[src/rtl/mage_hwlp_iv_gen_pkg.sv]
// Shared constants and types for the MAGE hardware-loop iteration-variable generator.
// Loop nest geometry, per-loop bounds and the latched configuration payload.
package mage_hwlp_iv_gen_pkg;

    localparam int unsigned N_LP       = 4;
    localparam int unsigned LOG2_N_LP  = $clog2(N_LP);
    localparam int unsigned NBIT_LP_IV = 8;
    localparam int unsigned NBIT_II    = 4;
    localparam int unsigned NBIT_NLP   = LOG2_N_LP + 1;

    typedef struct packed {
        logic [NBIT_LP_IV-1:0] iv;
        logic [NBIT_LP_IV-1:0] fv;
    } loop_vars_t;

    typedef enum logic [1:0] {
        IDLE    = 2'd0,
        RUN     = 2'd1,
        WAIT_II = 2'd2,
        DONE    = 2'd3
    } hwlp_state_t;

    typedef struct packed {
        loop_vars_t [N_LP-1:0] lv;
        logic [NBIT_NLP-1:0]   n_loops;
        logic [NBIT_II-1:0]    ii;
    } hwlp_cfg_t;

    // An II of 0 behaves like 1, so only values above 1 insert gap cycles.
    function automatic logic ii_needs_gap(input logic [NBIT_II-1:0] ii);
        return ii > NBIT_II'(1);
    endfunction

endpackage

[src/rtl/mage_hwlp_iv_gen_lp_cnt.sv]
// One odometer digit of the loop nest: loads its initial value, steps on carry-in,
// and reloads its initial value after reaching its final value.
module mage_hwlp_iv_gen_lp_cnt
    import mage_hwlp_iv_gen_pkg::*;
(
    input  logic                  clk_i,
    input  logic                  rst_n_i,
    input  logic                  i_load,
    input  logic [NBIT_LP_IV-1:0] i_load_val,
    input  logic                  i_en,
    input  logic                  i_carry,
    input  logic [NBIT_LP_IV-1:0] i_fv,
    output logic [NBIT_LP_IV-1:0] o_val,
    output logic                  o_at_final
);

    logic [NBIT_LP_IV-1:0] r_val;

    always_ff @(posedge clk_i or negedge rst_n_i) begin
        if (!rst_n_i) begin
            r_val <= '0;
        end else if (i_load) begin
            r_val <= i_load_val;
        end else if (i_en && i_carry) begin
            r_val <= (r_val == i_fv) ? i_load_val : r_val + NBIT_LP_IV'(1);
        end
    end

    assign o_val      = r_val;
    assign o_at_final = (r_val == i_fv);

endmodule

[src/rtl/mage_hwlp_iv_gen.sv]
// Hardware-loop iteration-variable generator: walks a perfect loop nest and streams
// one iteration tuple per initiation interval over a valid/ready handshake.
module mage_hwlp_iv_gen
    import mage_hwlp_iv_gen_pkg::*;
(
    input  logic                                  clk_i,
    input  logic                                  rst_n_i,
    input  logic                                  cfg_we_i,
    input  loop_vars_t [N_LP-1:0]                 cfg_loop_vars_i,
    input  logic [NBIT_NLP-1:0]                   cfg_n_loops_i,
    input  logic [NBIT_II-1:0]                    cfg_ii_i,
    input  logic                                  start_i,
    input  logic                                  stop_i,
    output logic [N_LP-1:0][NBIT_LP_IV-1:0]       iv_o,
    output logic                                  iv_valid_o,
    input  logic                                  iv_ready_i,
    output logic                                  iv_last_o,
    output logic                                  busy_o,
    output logic                                  done_o,
    output logic                                  cfg_err_o
);

    hwlp_state_t          r_state;
    hwlp_state_t          w_state_nxt;
    hwlp_cfg_t            r_cfg;
    logic                 r_cfg_vld;
    logic                 r_cfg_err;
    logic [NBIT_II-1:0]   r_ii_cnt;
    logic [NBIT_II-1:0]   w_ii_cnt_nxt;
    logic                 w_load;
    logic                 w_adv;
    logic                 w_new_err;
    logic                 w_all_final;
    logic [N_LP-1:0]      w_active;
    logic [N_LP-1:0]      w_at_final;
    logic [N_LP-1:0]      w_carry;

    // Validate the incoming configuration so the error flag tracks each accepted write.
    always_comb begin
        w_new_err = (cfg_n_loops_i == '0) || (cfg_n_loops_i > NBIT_NLP'(N_LP));
        for (int k = 0; k < N_LP; k++) begin
            if ((NBIT_NLP'(k) < cfg_n_loops_i) &&
                (cfg_loop_vars_i[k].fv < cfg_loop_vars_i[k].iv)) begin
                w_new_err = 1'b1;
            end
        end
    end

    always_ff @(posedge clk_i or negedge rst_n_i) begin
        if (!rst_n_i) begin
            r_cfg     <= '0;
            r_cfg_vld <= 1'b0;
            r_cfg_err <= 1'b0;
        end else if (cfg_we_i && (r_state == IDLE)) begin
            r_cfg.lv      <= cfg_loop_vars_i;
            r_cfg.n_loops <= cfg_n_loops_i;
            r_cfg.ii      <= cfg_ii_i;
            r_cfg_vld     <= 1'b1;
            r_cfg_err     <= w_new_err;
        end
    end

    // Carry ripples from the innermost loop outward through active loops only.
    always_comb begin
        w_carry     = '0;
        w_carry[0]  = w_adv;
        w_all_final = 1'b1;
        for (int k = 0; k < N_LP; k++) begin
            w_active[k] = NBIT_NLP'(k) < r_cfg.n_loops;
            if (w_active[k] && !w_at_final[k]) begin
                w_all_final = 1'b0;
            end
        end
        for (int k = 1; k < N_LP; k++) begin
            w_carry[k] = w_carry[k-1] & w_active[k-1] & w_at_final[k-1];
        end
    end

    for (genvar g = 0; g < N_LP; g++) begin : g_cnt
        mage_hwlp_iv_gen_lp_cnt u_cnt (
            .clk_i      (clk_i),
            .rst_n_i    (rst_n_i),
            .i_load     (w_load),
            .i_load_val (w_active[g] ? r_cfg.lv[g].iv : NBIT_LP_IV'(0)),
            .i_en       (w_active[g]),
            .i_carry    (w_carry[g]),
            .i_fv       (r_cfg.lv[g].fv),
            .o_val      (iv_o[g]),
            .o_at_final (w_at_final[g])
        );
    end

    always_ff @(posedge clk_i or negedge rst_n_i) begin
        if (!rst_n_i) begin
            r_state  <= IDLE;
            r_ii_cnt <= '0;
        end else begin
            r_state  <= w_state_nxt;
            r_ii_cnt <= w_ii_cnt_nxt;
        end
    end

    // Next-state logic; stop wins over any same-cycle handshake or start.
    always_comb begin
        w_state_nxt  = r_state;
        w_ii_cnt_nxt = r_ii_cnt;
        w_load       = 1'b0;
        w_adv        = 1'b0;
        unique case (r_state)
            IDLE: begin
                if (start_i && !stop_i && r_cfg_vld && !r_cfg_err) begin
                    w_state_nxt = RUN;
                    w_load      = 1'b1;
                end
            end
            RUN: begin
                if (stop_i) begin
                    w_state_nxt = IDLE;
                end else if (iv_ready_i) begin
                    if (w_all_final) begin
                        w_state_nxt = DONE;
                    end else begin
                        w_adv = 1'b1;
                        if (ii_needs_gap(r_cfg.ii)) begin
                            w_state_nxt  = WAIT_II;
                            w_ii_cnt_nxt = r_cfg.ii - NBIT_II'(1);
                        end
                    end
                end
            end
            WAIT_II: begin
                if (stop_i) begin
                    w_state_nxt = IDLE;
                end else if (r_ii_cnt <= NBIT_II'(1)) begin
                    w_state_nxt = RUN;
                end else begin
                    w_ii_cnt_nxt = r_ii_cnt - NBIT_II'(1);
                end
            end
            DONE: begin
                w_state_nxt = IDLE;
            end
            default: begin
                w_state_nxt = IDLE;
            end
        endcase
    end

    assign iv_valid_o = (r_state == RUN);
    assign iv_last_o  = (r_state == RUN) && w_all_final;
    assign busy_o     = (r_state != IDLE);
    assign done_o     = (r_state == DONE);
    assign cfg_err_o  = r_cfg_err;

endmodule

[config.mk]
export PLATFORM = sky130hd
export DESIGN_NAME = mage_hwlp_iv_gen
export DESIGN_NICKNAME = d
export VERILOG_FILES = /design/src/rtl/mage_hwlp_iv_gen_pkg.sv /design/src/rtl/mage_hwlp_iv_gen_lp_cnt.sv /design/src/rtl/mage_hwlp_iv_gen.sv
export SDC_FILE = /design/constraint.sdc
export NUM_CORES = 1
export LEC_CHECK = 0
export ABC_AREA = 0
export BUFFER_PORTS_ARGS = -buffer_cell sky130_fd_sc_hd__buf_2
export CORE_ASPECT_RATIO = 1.5
export CORE_UTILIZATION = 32
export DETAILED_ROUTE_END_ITERATION = 16
export SYNTH_ARGS = -nofsm -noshare
export SYNTH_HDL_FRONTEND = slang
export SYNTH_SLANG_ARGS = --single-unit
[constraint.sdc]
create_clock -name clk_i -period 4.02 [get_ports clk_i]
set_input_delay 0.804 -clock clk_i [delete_from_list [all_inputs] [get_ports clk_i]]
set_output_delay 0.804 -clock clk_i [all_outputs]
set_load 0.005 [all_outputs]
==> impl_metrics.toml <==
[outcome]
status = "complete, no violations"

[power_and_ir_drop]
pwr_density_cell_nw_per_um2 = 450
leakagePower_nw = 3.51
finalPower_mw = 3.43
max-vdd-ir-drop_v = 0.000260

[floorplan]
die_h_microns = 175
rows = 63
floorplan.io_pins = 114
dieWidth_microns = 118
start_util = 0.325
coreArea_sq_um = 19700
dieArea_sq_um = 20600

[critical_path]
path_class = "flop to primary output"
path_max_fanout = 6
critPathRequiredTime_ps = 3220
ff2ff_path_depth = 7
max_stage_delay_ps = 620
rrSetupSlack_ps = 980
path_cells = "xor2_1 > nor4_1 > and2_1 > o2111a_1 > and2_1 > buf_2"
r2r-end = "g_cnt[2].u_cnt.o_val[0]"
crit_top_cell = "and2_1"
startpoint = "g_cnt[2].u_cnt.o_val[0]"
worstPathArrival_ps = 2530
setup.worst_path.start_class = "flop"
crit_slowest_cell = "nor4_1"
end_kind = "primary output"
r2r-start = "g_cnt[2].u_cnt.o_val[0]"

[sta]
setup_viol = 0
relSlewSlack = 0.368
timing.final.crit_share = 0.830
tns_ps = 0
grt_setup_unrepaired = "no"
fmax_mhz = 300
hold_viol = 0
finalCriticalPeriod_ps = 3340
slew_violations = 0
worstMarginPinSlew_ps = 945
skew_ps = 11.1

[route]
via_per_inst = 5.06
avgRoutedWirePerCell_microns = 16.5
antenna_left = 0
wl_microns = 16500
vias = 5077
drc = 0
drt_iter0_drc = 200
first_pass_iters = 6

[grt]
grt_usage = 0.168
antenna_found_initial = 1
grt_max_degree = 62
grt_pass1_vias = 5221
grt_pass1_wl_microns = 27100
grt-ovfl-total = 0

[synthesis]
synth_edf_count = 0
ys.flop_type = "dfrtp_1"
synthArstFlopShare = 1.00
synth-seq-cells = 111
synth_fp_nets = 744
syn-cell-area_sq_um = 6410
synth_warnings = 0
avgSynthCellArea_sq_um = 10.2
ys_types = 62
synthCells = 631
seq_area_frac_synth = 0.434

[layout]
n_fill_cell = 2030
fin_nets = 851
drive_above_1_share = 0.291
diodes = 0
final_cell_area_sq_um = 7620
area_delta_synth_final_pct = 18.9

[hold_path]
min_from = "r_cfg_vld"
hp-class = "flop to flop"
holdPathStages = 1
min_to = "r_cfg_vld"

[clocking]
clk-insertion-delay-late_ps = 360
post_cts_resized = 0
tritoncts = "yes"
numCtsBuffers = 9
h-tree-depth = 3
clkTransAtPathRegs_ps = 80
clock_path_buffers = 2
clock_sink_count = 111
postCtsSetupRepairBufs = 0
holdBufCountCts = 0
cts-root-buf = "clkbuf_16"

[placed_design]
dpl.hpwl_microns = 12800
gp_congestion = 0.825
dpl_cell_area_sq_um = 7250
io_buffers = 113

[flow_run]
cap_viol_max_count = 0
## cells in the final DEF, fill, tap and decap left out, types with 4 or more instances in the layout
master / count
a21o_1: 7
buf_2: 112
nand3_1: 24
or3_1: 4
bufinv_16: 4
xnor2_1: 17
a21oi_1: 35
ha_1: 36
nor2_1: 38
o21a_1: 7
inv_1: 49
a31oi_1: 13
o22a_1: 7
nor3_1: 6
dfrtp_1: 111
nand2b_1: 7
buf_4: 6
and3_1: 7
xor2_1: 18
nor4_1: 6
nand4_1: 7
nand2_1: 32
clkbuf_16: 9
a2111oi_0: 4
o21ai_0: 45
mux2_2: 68
## layer usage
layer  part of all wire  GRT usage  up-vias
li1                   -          -     2487
met1               0.42      0.192     2461
met2               0.52      0.307      103
met3              0.036     0.0315       24
met4              0.026     0.0678        2
met5            0.00079          0        -
## state kept, by name, indices dropped and copies added, names as in the netlist
| name | cells |
|---|---|
| cfg_err_o | 1 |
| r_cfg_vld | 1 |
| r_state | 2 |
| r_cfg | 71 |
| r_ii_cnt | 4 |
| g_cnt.u_cnt.o_val | 32 |
## worst max path at each step
stage / to / slack, ps / cells after the start
2_1_floorplan: g_cnt[3].u_cnt.o_val[2] / 1340 / 9
3_3_place_gp: g_cnt[2].u_cnt.o_val[0] / 930 / 7
5_1_grt: iv_last_o / 450 / 6
4_1_cts: iv_last_o / 650 / 6
6_report: iv_last_o / 680 / 6
3_5_place_dp: g_cnt[2].u_cnt.o_val[4] / 880 / 8
## where the power goes
| group | switching [mW] | internal (mW) |
|---|---|---|
| clock network | 0.427 | 0.675 |
| logic | 0.390 | 0.399 |
| registers | 0.228 | 1.31 |
| total | 1.04 | 2.39 |
## worst max-delay path: cells and delay by family (launching register included)
kind                      cells  cell delay (ps)
DFF                           1              460
buffers and inverters         1              100
AOI/OAI and AO/OA             1              340
xor gates and xnor gates      1              170
and+or+nand+nor               3             1090
## area by class of cell
class | count | area (sq um) | area share
Multi-Input combinational cell | 448 | 3340 | 0.438
Clock buffer | 9 | 225 | 0.0296
Inverter | 49 | 184 | 0.0241
Timing Repair Buffer | 119 | 626 | 0.0821
Sequential cell | 111 | 2780 | 0.365
Clock inverter | 7 | 143 | 0.0187
Tap cell | 260 | 325 | 0.0427
## cells in the mapped netlist, types with 8 or more instances
master,number,share of area
nand2_1,32,0.019
mux2_2,68,0.12
nor2_1,38,0.022
xnor2_1,17,0.023
nand3_1,24,0.019
a31oi_1,13,0.013
o21ai_0,45,0.035
ha_1,36,0.070
xor2_1,18,0.025
and3_1,8,0.0078
dfrtp_1,111,0.43
a21oi_1,35,0.027
clkbuf_1,14,0.0082
inv_1,49,0.029
## per-stage QoR
stage	cells	utilization	hold WS [ps]	setup WS [ps]
2_1_floorplan	631	-	440	1340
3_3_place_gp	987	0.368	492	933
3_5_place_dp	987	0.368	488	883
4_1_cts	1003	0.387	507	649
5_1_grt	1003	0.387	521	446
6_report	1003	0.387	513	683
## cell families after synthesis
group | Yosys count | synth area share
AOI/OAI and AO/OA | 156 | 0.159
xor gates and xnor gates | 35 | 0.0479
adders and majority gates | 36 | 0.0703
buffers and inverters | 72 | 0.0463
DFF | 111 | 0.434
and+or+nand+nor | 150 | 0.118
muxes | 71 | 0.124
Power figures use the tool's default switching activity.
